`src/rtl/mult_div_pkg.sv`:
```
// Shared types and constants for the multiply/divide sequencer.
// Op encoding doubles as the HI/LO source mux select.
package mult_div_pkg;

    typedef enum logic [2:0] {
        IDLE,
        INIT,
        RUN,
        WB,
        ERR
    } state_t;

    localparam logic OP_MULT = 1'b0;
    localparam logic OP_DIV  = 1'b1;

    localparam int ITER_W = 6;

endpackage

```
`src/rtl/mult_div_ctrl_iter_counter.sv`:
```
// Clear/enable up-counter with a terminal-count flag at ITER-1.
// The count never wraps because the sequencer leaves RUN on the terminal flag.
module iter_counter
    import mult_div_pkg::*;
#(
    parameter int ITER = 32
) (
    input  logic clk,
    input  logic reset_n,
    input  logic clr,
    input  logic en,
    output logic tc
);

    localparam logic [ITER_W-1:0] LAST = ITER_W'(ITER - 1);

    logic [ITER_W-1:0] count_reg;

    always_ff @(posedge clk or negedge reset_n) begin
        if (!reset_n) begin
            count_reg <= '0;
        end else if (clr) begin
            count_reg <= '0;
        end else if (en) begin
            count_reg <= count_reg + 1'b1;
        end
    end

    assign tc = (count_reg == LAST);

endmodule

```
`src/rtl/mult_div_ctrl.sv`:
```
// Sequencer for the multi-cycle multiply/divide units: init/step strobes,
// HI/LO source select and write enables, done / divide-by-zero handshake.
module mult_div_ctrl
    import mult_div_pkg::*;
#(
    parameter int ITER = 32
) (
    input  logic clk,
    input  logic reset_n,
    input  logic mult_start,
    input  logic div_start,
    input  logic divisor_zero,
    output logic mult_init,
    output logic mult_step,
    output logic div_init,
    output logic div_step,
    output logic hi_lo_sel,
    output logic hi_write,
    output logic lo_write,
    output logic busy,
    output logic done,
    output logic div_zero_exc
);

    state_t state_reg;
    logic   op_reg;
    logic   last_iter;

    iter_counter #(
        .ITER (ITER)
    ) u_iter_counter (
        .clk     (clk),
        .reset_n (reset_n),
        .clr     (state_reg == INIT),
        .en      (state_reg == RUN),
        .tc      (last_iter)
    );

    assign hi_lo_sel = op_reg;

    // Outputs are registered together with the state they belong to, so each
    // strobe is loaded on the same edge that enters its state.
    always_ff @(posedge clk or negedge reset_n) begin
        if (!reset_n) begin
            state_reg    <= IDLE;
            op_reg       <= OP_MULT;
            mult_init    <= 1'b0;
            mult_step    <= 1'b0;
            div_init     <= 1'b0;
            div_step     <= 1'b0;
            hi_write     <= 1'b0;
            lo_write     <= 1'b0;
            busy         <= 1'b0;
            done         <= 1'b0;
            div_zero_exc <= 1'b0;
        end else begin
            mult_init    <= 1'b0;
            mult_step    <= 1'b0;
            div_init     <= 1'b0;
            div_step     <= 1'b0;
            hi_write     <= 1'b0;
            lo_write     <= 1'b0;
            busy         <= 1'b0;
            done         <= 1'b0;
            div_zero_exc <= 1'b0;
            unique case (state_reg)
                IDLE: begin
                    // Multiply wins when both starts arrive together.
                    if (mult_start) begin
                        op_reg    <= OP_MULT;
                        state_reg <= INIT;
                        mult_init <= 1'b1;
                        busy      <= 1'b1;
                    end else if (div_start) begin
                        op_reg <= OP_DIV;
                        busy   <= 1'b1;
                        if (divisor_zero) begin
                            state_reg    <= ERR;
                            div_zero_exc <= 1'b1;
                            done         <= 1'b1;
                        end else begin
                            state_reg <= INIT;
                            div_init  <= 1'b1;
                        end
                    end
                end
                INIT: begin
                    state_reg <= RUN;
                    mult_step <= (op_reg == OP_MULT);
                    div_step  <= (op_reg == OP_DIV);
                    busy      <= 1'b1;
                end
                RUN: begin
                    busy <= 1'b1;
                    if (last_iter) begin
                        state_reg <= WB;
                        hi_write  <= 1'b1;
                        lo_write  <= 1'b1;
                        done      <= 1'b1;
                    end else begin
                        mult_step <= (op_reg == OP_MULT);
                        div_step  <= (op_reg == OP_DIV);
                    end
                end
                WB: begin
                    state_reg <= IDLE;
                end
                ERR: begin
                    state_reg <= IDLE;
                end
                default: begin
                    state_reg <= IDLE;
                end
            endcase
        end
    end

endmodule

```
`config.mk`:
```
export PLATFORM = sky130hd
export DESIGN_NAME = mult_div_ctrl
export DESIGN_NICKNAME = d
export VERILOG_FILES = /design/src/rtl/mult_div_pkg.sv /design/src/rtl/mult_div_ctrl_iter_counter.sv /design/src/rtl/mult_div_ctrl.sv
export SDC_FILE = /design/constraint.sdc
export NUM_CORES = 1
export LEC_CHECK = 0
export CORE_MARGIN = 2
export CORE_UTILIZATION = 57
export CTS_BUF_LIST = sky130_fd_sc_hd__clkbuf_8
export DETAILED_ROUTE_END_ITERATION = 16
export PLACE_DENSITY = 0.85
export SLEW_MARGIN = 20
export SYNTH_ARGS = -nofsm -noshare
export SYNTH_HDL_FRONTEND = slang
export SYNTH_SLANG_ARGS = --single-unit
export TNS_END_PERCENT = 1
```
`constraint.sdc`:
```
create_clock -name clk -period 2.8 [get_ports clk]
set_input_delay 0.28 -clock clk [delete_from_list [all_inputs] [get_ports clk]]
set_output_delay 0.28 -clock clk [all_outputs]
set_load 0.005 [all_outputs]
```
==> results of run 1 <==
-- where the power goes --
part / switching [mW] / total [mW] / internal (mW) / leakage, nW
sequential: 0.112 / 0.446 / 0.334 / 0.233
combinational: 0.153 / 0.323 / 0.170 / 0.177
clock: 0.0812 / 0.176 / 0.0953 / 0.0216
-- area by class of cell --
| class | instances | area (um2) |
|---|---|---|
| Sequential cell | 18 | 450 |
| Multi-Input combinational cell | 61 | 365 |
| Fill cell | 95 | 327 |
| Timing Repair Buffer | 14 | 140 |
| Clock buffer | 3 | 41.3 |
| Tap cell | 15 | 18.8 |
| Inverter | 2 | 7.51 |
-- worst max-delay path by stage --
stage	from	endpoint	slack (ps)	cells after the start
after detailed placement	state_reg[1]	done	1220	3
after global routing	state_reg[1]	done	1070	3
final	state_reg[1]	done	1170	3
after floorplan	u_iter_counter.count_reg[0]	done	1460	4
after CTS	state_reg[1]	done	1210	3
after global placement	state_reg[1]	done	1220	3
-- synthesized netlist by cell type, drive strengths merged, types with 2 or more instances --
master,n,area [um2]
a41oi,2,17.5
dfrtp,18,450
o31a,2,17.5
or4,2,15.0
buf,3,22.5
nor4,2,12.5
inv,2,7.51
a21oi,7,35.0
nand2,7,26.3
nand3,4,20.0
nor2b,3,18.8
nor2,4,15.0
clkbuf,3,11.3
o21ai,10,50.0
and3,3,18.8
-- cells in the final DEF, fill, tap and decap left out, types with 3 or more instances in the layout --
| cell | synthesis | routed |
|---|---|---|
| a21oi_1 | 7 | 7 |
| and3_1 | 3 | 3 |
| clkbuf_8 | 0 | 3 |
| clkdlybuf4s50_1 | 0 | 14 |
| dfrtp_1 | 18 | 18 |
| nand2_1 | 7 | 7 |
| nand3_1 | 4 | 4 |
| nor2_1 | 4 | 4 |
| nor2b_1 | 3 | 3 |
| o21ai_0 | 9 | 9 |
-- metal layers --
layer / share of wire (%) / wire length [um] / vias up / global-route usage (%)
met3: 7.3 / 127 / 2 / 5.11
met5: 0 / 0 / - / 0
met1: 39 / 680 / 339 / 26.4
met4: 0.80 / 14 / 0 / 11.3
li1: - / - / 340 / -
met2: 53 / 923 / 26 / 35.2
-- stage by stage --
stage | std cells | hold WS, ps | worst slack [ps]
after floorplan | 87 | -15.6 | 1460
after global placement | 110 | 491 | 1220
after detailed placement | 110 | 489 | 1220
after CTS | 113 | 497 | 1210
after global routing | 113 | 519 | 1070
final | 113 | 495 | 1170
-- kinds of logic (layout without fill, tap and decap cells) --
family                   after synthesis  after routing  synth area share [%]
flip-flops                            18             18                  52.6
buffers and inverters                  8             19                  4.82
AND/OR/NAND/NOR                       33             33                  21.3
AO/OA/AOI/OAI                         26             26                  18.8
XOR/XNOR                               1              1                  1.02
adder cells (fa/ha/maj)                1              1                  1.46
-- critical path, delay by kind of cell, from the launching register on --
kind	cells	cell delay, ps
buffers and inverters	1	260
and+or+nand+nor	1	550
DFF	1	590
AOI/OAI and AO/OA	1	150
==> metrics.md, run 1 <==
| Metric | Value |
|---|---|
| Run status | `complete, no violations` |
| Die H | `around 43 um` |
| Number of buffers added on ports | `14` |
| CTS Sinks | `18` |
| Reg clk slew, reported paths | `approximately 70 ps` |
| Syn Inst Count | `between 80 and 90` |
| Worst path max stage delay | `590 ps` |
| Design area | `1020 um2` |
| Top_reg_cell synth | `dfrtp_1` |
| Via count of the routed design | `roughly 700` |
| Diode count | `0` |
| Worst R2R End | `done` |
| Reg2reg path depth | `3` |
| Critical Path RT | `a little under 3000 ps` |
| Clk_lat worst skew | `between 200 and 300 ps` |
| Number of synthesized flops with an enable pin | `0` |
| Layout cells sized above 1 | `under 10%` |
| Initial Util | `63.5%` |
| Clk buf depth | `2` |
| Max Fanout on Critical Path | `13` |
| DRT iter0 DRCs | `31` |
| H-tree lvl count | `1` |
| Startpoint types | `register` |
| Synthesized flop and latch total | `18` |
| Max-Cap Viols | `0` |
| Max-slew violations | `0` |
| Ports | `15` |
| Vias per inst | `6.26` |
| Max FFs per register | `6` |
| Cts hold-fix bufs | `0` |
| Synth cell types | `33` |
| Pwr dens | `between 900 and 1000 nW/um2` |
| YS warnings | `0` |
| Die X | `approximately 43 um` |
| Pre-Repair DR Iteration Count | `5` |
| RSZ-0062 raised after global routing | `false` |
| Vias in the first global route | `slightly below 700` |
| Mapped Area | `around 860 um2` |
| Root Driver | `clkbuf_8` |
| Fin util | `75.8%` |
| WS Path Type | `reg -> reg` |
| Total grt overflow | `0` |
| Sequential cell area fraction in the yosys report | `approximately 53%` |
| Tot Pwr | `0.946 mW` |
| Clk_skew | `~1.4 ps` |
| Setup violators final | `0` |
| Post_cts resized | `0` |
| Worst-case vdd ir drop | `0.621 mV` |
| Avg WL per Cell | `~15 um` |
| RD Place Congestion | `0.752` |
| Ys async rst share | `between 90% and 100%` |
| Worst Setup End Kind | `register` |
| Tmin final | `1630 ps` |
| Worst Tran Pin Value | `between 700 and 800 ps` |
| Max transition margin | `between 40% and 50%` |
| Post-DP HPWL | `between 1000 and 1500 um` |
| Syn Area/Cell | `just under 10 um2` |
| Antenna violations before repair | `0` |
| DRC | `0` |
| Largest net degree at the start of global routing | `20` |
| Routed Wire Length | `approximately 1700 um` |
| ANT nets after route | `0` |
| Slowest cell on crit path | `dfrtp_1` |
| Cts bufs inserted | `3` |
| Highest clock rate | `615 MHz` |
| CP Cell Sequence | `inv_1 -> or4_1 -> a21oi_1` |
| Mapped Nets | `93` |
| Std cell rows | `13` |
| Placed Area | `982 um2` |
| Post-route clock period utilization | `about three fifths` |
| Worst Path Arrival | `between 1500 and 2000 ps` |
| HP Class | `in -> async` |
| Sum of negative setup slack | `0 ps` |
| R2R Path Start | `state_reg[1]` |
| Nets | `between 100 and 150` |
| Worst reg2reg setup slack | `between 1000 and 1500 ps` |
| First-pass GRT wire length | `just under 3000 um` |
| Core ar. | `around 1400 um2` |
| CTS tree | `done` |
| Leakage | `about 0.43 nW` |
| Final Hold Fails | `0` |
| Setup repair bufs after CTS | `0` |
| Layout Area Growth over Synthesis | `19.4%` |
| All-Layer GR Usage | `21.7%` |
| Die Area | `between 1500 and 2000 um2` |
Power figures use the tool's default switching activity.
==> run 2: changes to the inputs <==
--- a/config.mk
+++ b/config.mk
@@ -6,10 +6,10 @@
 export NUM_CORES = 1
 export LEC_CHECK = 0
 export CORE_MARGIN = 2
-export CORE_UTILIZATION = 57
+export CORE_UTILIZATION = 53
 export CTS_BUF_LIST = sky130_fd_sc_hd__clkbuf_8
 export DETAILED_ROUTE_END_ITERATION = 16
-export PLACE_DENSITY = 0.85
+export PLACE_DENSITY = 0.8
 export SLEW_MARGIN = 20
 export SYNTH_ARGS = -nofsm -noshare
 export SYNTH_HDL_FRONTEND = slang
==> constraint.sdc (replaced) <==
create_clock -name clk -period 1.6 [get_ports clk]
set_input_delay 0.16 -clock clk [delete_from_list [all_inputs] [get_ports clk]]
set_output_delay 0.16 -clock clk [all_outputs]
set_load 0.005 [all_outputs]
==> run 2 against run 1 <==
Against the previous run: combinational power grew 120%; global-route usage decreased by 1.2 points; utilization down 4.1 points; largest power group unchanged; highest routed layer unchanged.
==> metrics.md, run 2 (same netlist as run 1, synthesis figures left out) <==
| Metric | Value |
|---|---|
| Setup violators final | `0` |
| Max-slew violations | `0` |
| Total grt overflow | `0` |
| Fin cells | `between 100 and 150` |
| Layout Area Growth over Synthesis | `26.1%` |
| Fin util | `between 70 and 80%` |
| Leakage | `roughly 0.46 nW` |
| Placed Cells | `approximately 120` |
| WS Path Type | `reg -> reg` |
| Clock share of power | `20.6%` |
| Net Sw Power | `0.629 mW` |
| Clk_lat worst skew | `about 250 ps` |
| Worst Path Arrival | `roughly 1700 ps` |
| Max transition margin | `between 70% and 80%` |
| Max-Cap Viols | `0` |
| Clk_skew | `1.59 ps` |
| All-Layer GR Usage | `20.4%` |
| Run status | `complete, no violations` |
| Max FFs per register | `6` |
| Ports | `15` |
| Final Hold Fails | `0` |
| CTS tree | `done` |
| Layout cells sized above 1 | `around 8.7%` |
| Max Fanout on Critical Path | `6` |
| ANT nets after route | `0` |
| Fillcell total | `between 100 and 150` |
| Routed Wire Length | `~1800 um` |
| Tot Pwr | `about 1.8 mW` |
| Cts hold-fix bufs | `0` |
| Pre-Repair DR Iteration Count | `4` |
| Commonest cells after routing, fill and taps aside | `dfrtp_1, clkdlybuf4s50_1, o21ai_0` |
| Worst Setup End Kind | `register` |
| Clk buf depth | `2` |
| Vias in the first global route | `approximately 690` |
| Reg clk slew, reported paths | `approximately 70 ps` |
| Critical Path RT | `about 1800 ps` |
| CTS Sinks | `18` |
| Die Area | `about 2000 um2` |
| Pwr dens | `1660 nW/um2` |
| Sw Share | `roughly a third` |
| RSZ-0062 raised after global routing | `false` |
| DRT iter0 DRCs | `15` |
| Nets | `110` |
| Number of buffers added on ports | `14` |
| Std cell rows | `14` |
| RD Place Congestion | `slightly below 0.8` |
| Vias per inst | `around 5.9` |
| Sum of negative setup slack | `0 ps` |
| Reg power frac | `around two fifths` |
| Internal cell power | `approximately 1.2 mW` |
| Startpoint types | `register` |
| Post-route clock period utilization | `between 90% and 100%` |
| Die X | `approximately 44 um` |
| Root Driver | `clkbuf_8` |
| H-tree lvl count | `1` |
| HP Class | `in -> async` |
| Diode count | `0` |
| Worst Tran Pin Value | `392 ps` |
| Avg WL per Cell | `about 15 um` |
| Combinational share of power | `around two fifths` |
| Antenna violations before repair | `0` |
| DRC | `0` |
| Post-DP HPWL | `1280 um` |
| Largest net degree at the start of global routing | `19` |
| Highest clock rate | `around 670 MHz` |
| Via count of the routed design | `between 700 and 800` |
| Core ar. | `around 1500 um2` |
| Design area | `around 1100 um2` |
| Cts bufs inserted | `3` |
| Worst path max stage delay | `about 460 ps` |
| Slowest cell on crit path | `or4_1` |
| First-pass GRT wire length | `roughly 2900 um` |
| Worst-case vdd ir drop | `about 1.0 mV` |
| Placed Area | `about 1000 um2` |
| Tmin final | `1490 ps` |
| Initial Util | `approximately 57%` |
| Worst reg2reg setup slack | `about 110 ps` |
| Die H | `roughly 44 um` |
| CP Cell Sequence | `ha_1 -> nand3_1 -> or4_1 -> a21oi_1` |
| Most common cell after layout, fill and taps aside | `dfrtp_1` |
## run 2: cell count changes in the layout (fill, tap and decap cells not counted)
| cell | delta |
|---|---|
| buf_12 | +1 |
| o311ai_0 | -1 |
| clkbuf_8 | +1 |
| buf_4 | +3 |
| o311ai_1 | +1 |
## run 2: layer usage
metal | global-route usage, % | part of all wire (%) | vias up
li1 | - | - | 349
met3 | 4.49 | 4.3 | 4
met1 | 25.3 | 44 | 337
met5 | 0 | 0 | -
met4 | 10.9 | 1.3 | 0
met2 | 33.2 | 50 | 16
## run 2: area by class of cell
cell class	count	area (um2)	share of cell area, %
clock buffers	4	55.1	5.09
inverters	2	7.51	0.694
multi-input cells	61	365	33.8
flip-flops and latches	18	450	41.7
well taps	16	20.0	1.85
repair buffers	18	183	16.9
## run 2: per-stage QoR
stage               setup slack [ps]  hold slack, ps
floorplan                        265            -136
global placement                 146             475
detailed placement              20.6             477
CTS                             17.9             235
global route                    31.9             249
finish                           112             233
## run 2: final timing paths
path,startpoint,end,cells after the start
max in group asynchronous,reset_n,div_init,2
min in group clk,hi_lo_sel,mult_step,1
worst min register to register,hi_lo_sel,mult_step,1
worst min-delay path,reset_n,u_iter_counter.count_reg[5],2
worst max register to register,u_iter_counter.count_reg[0],done,4
worst max-delay path,u_iter_counter.count_reg[0],done,4
## run 2: power by group through the flow
stage,Combinational (mW),Clock [mW],Sequential [mW]
6_report,0.711,0.369,0.713
5_1_grt,0.793,0.392,0.731
4_1_cts,0.707,0.371,0.709
3_5_place_dp,0.703,0,0.717
3_3_place_gp,0.681,0,0.709
2_1_floorplan,0.447,0,0.687
## run 2: worst max-delay path: cells and delay by family (launching register included)
| kind | cells | cell delay [ps] |
|---|---|---|
| and+or+nand+nor | 2 | 600 |
| DFF | 1 | 420 |
| adders and majority gates | 1 | 230 |
| AOI/OAI and AO/OA | 1 | 160 |
## run 2: timing repair
| item | in CTS | in global routing |
|---|---|---|
| gates resized for setup | 0 | 1 |
| endpoints found under the setup margin | 0 | 2 |
| buffers inserted | 0 | 0 |
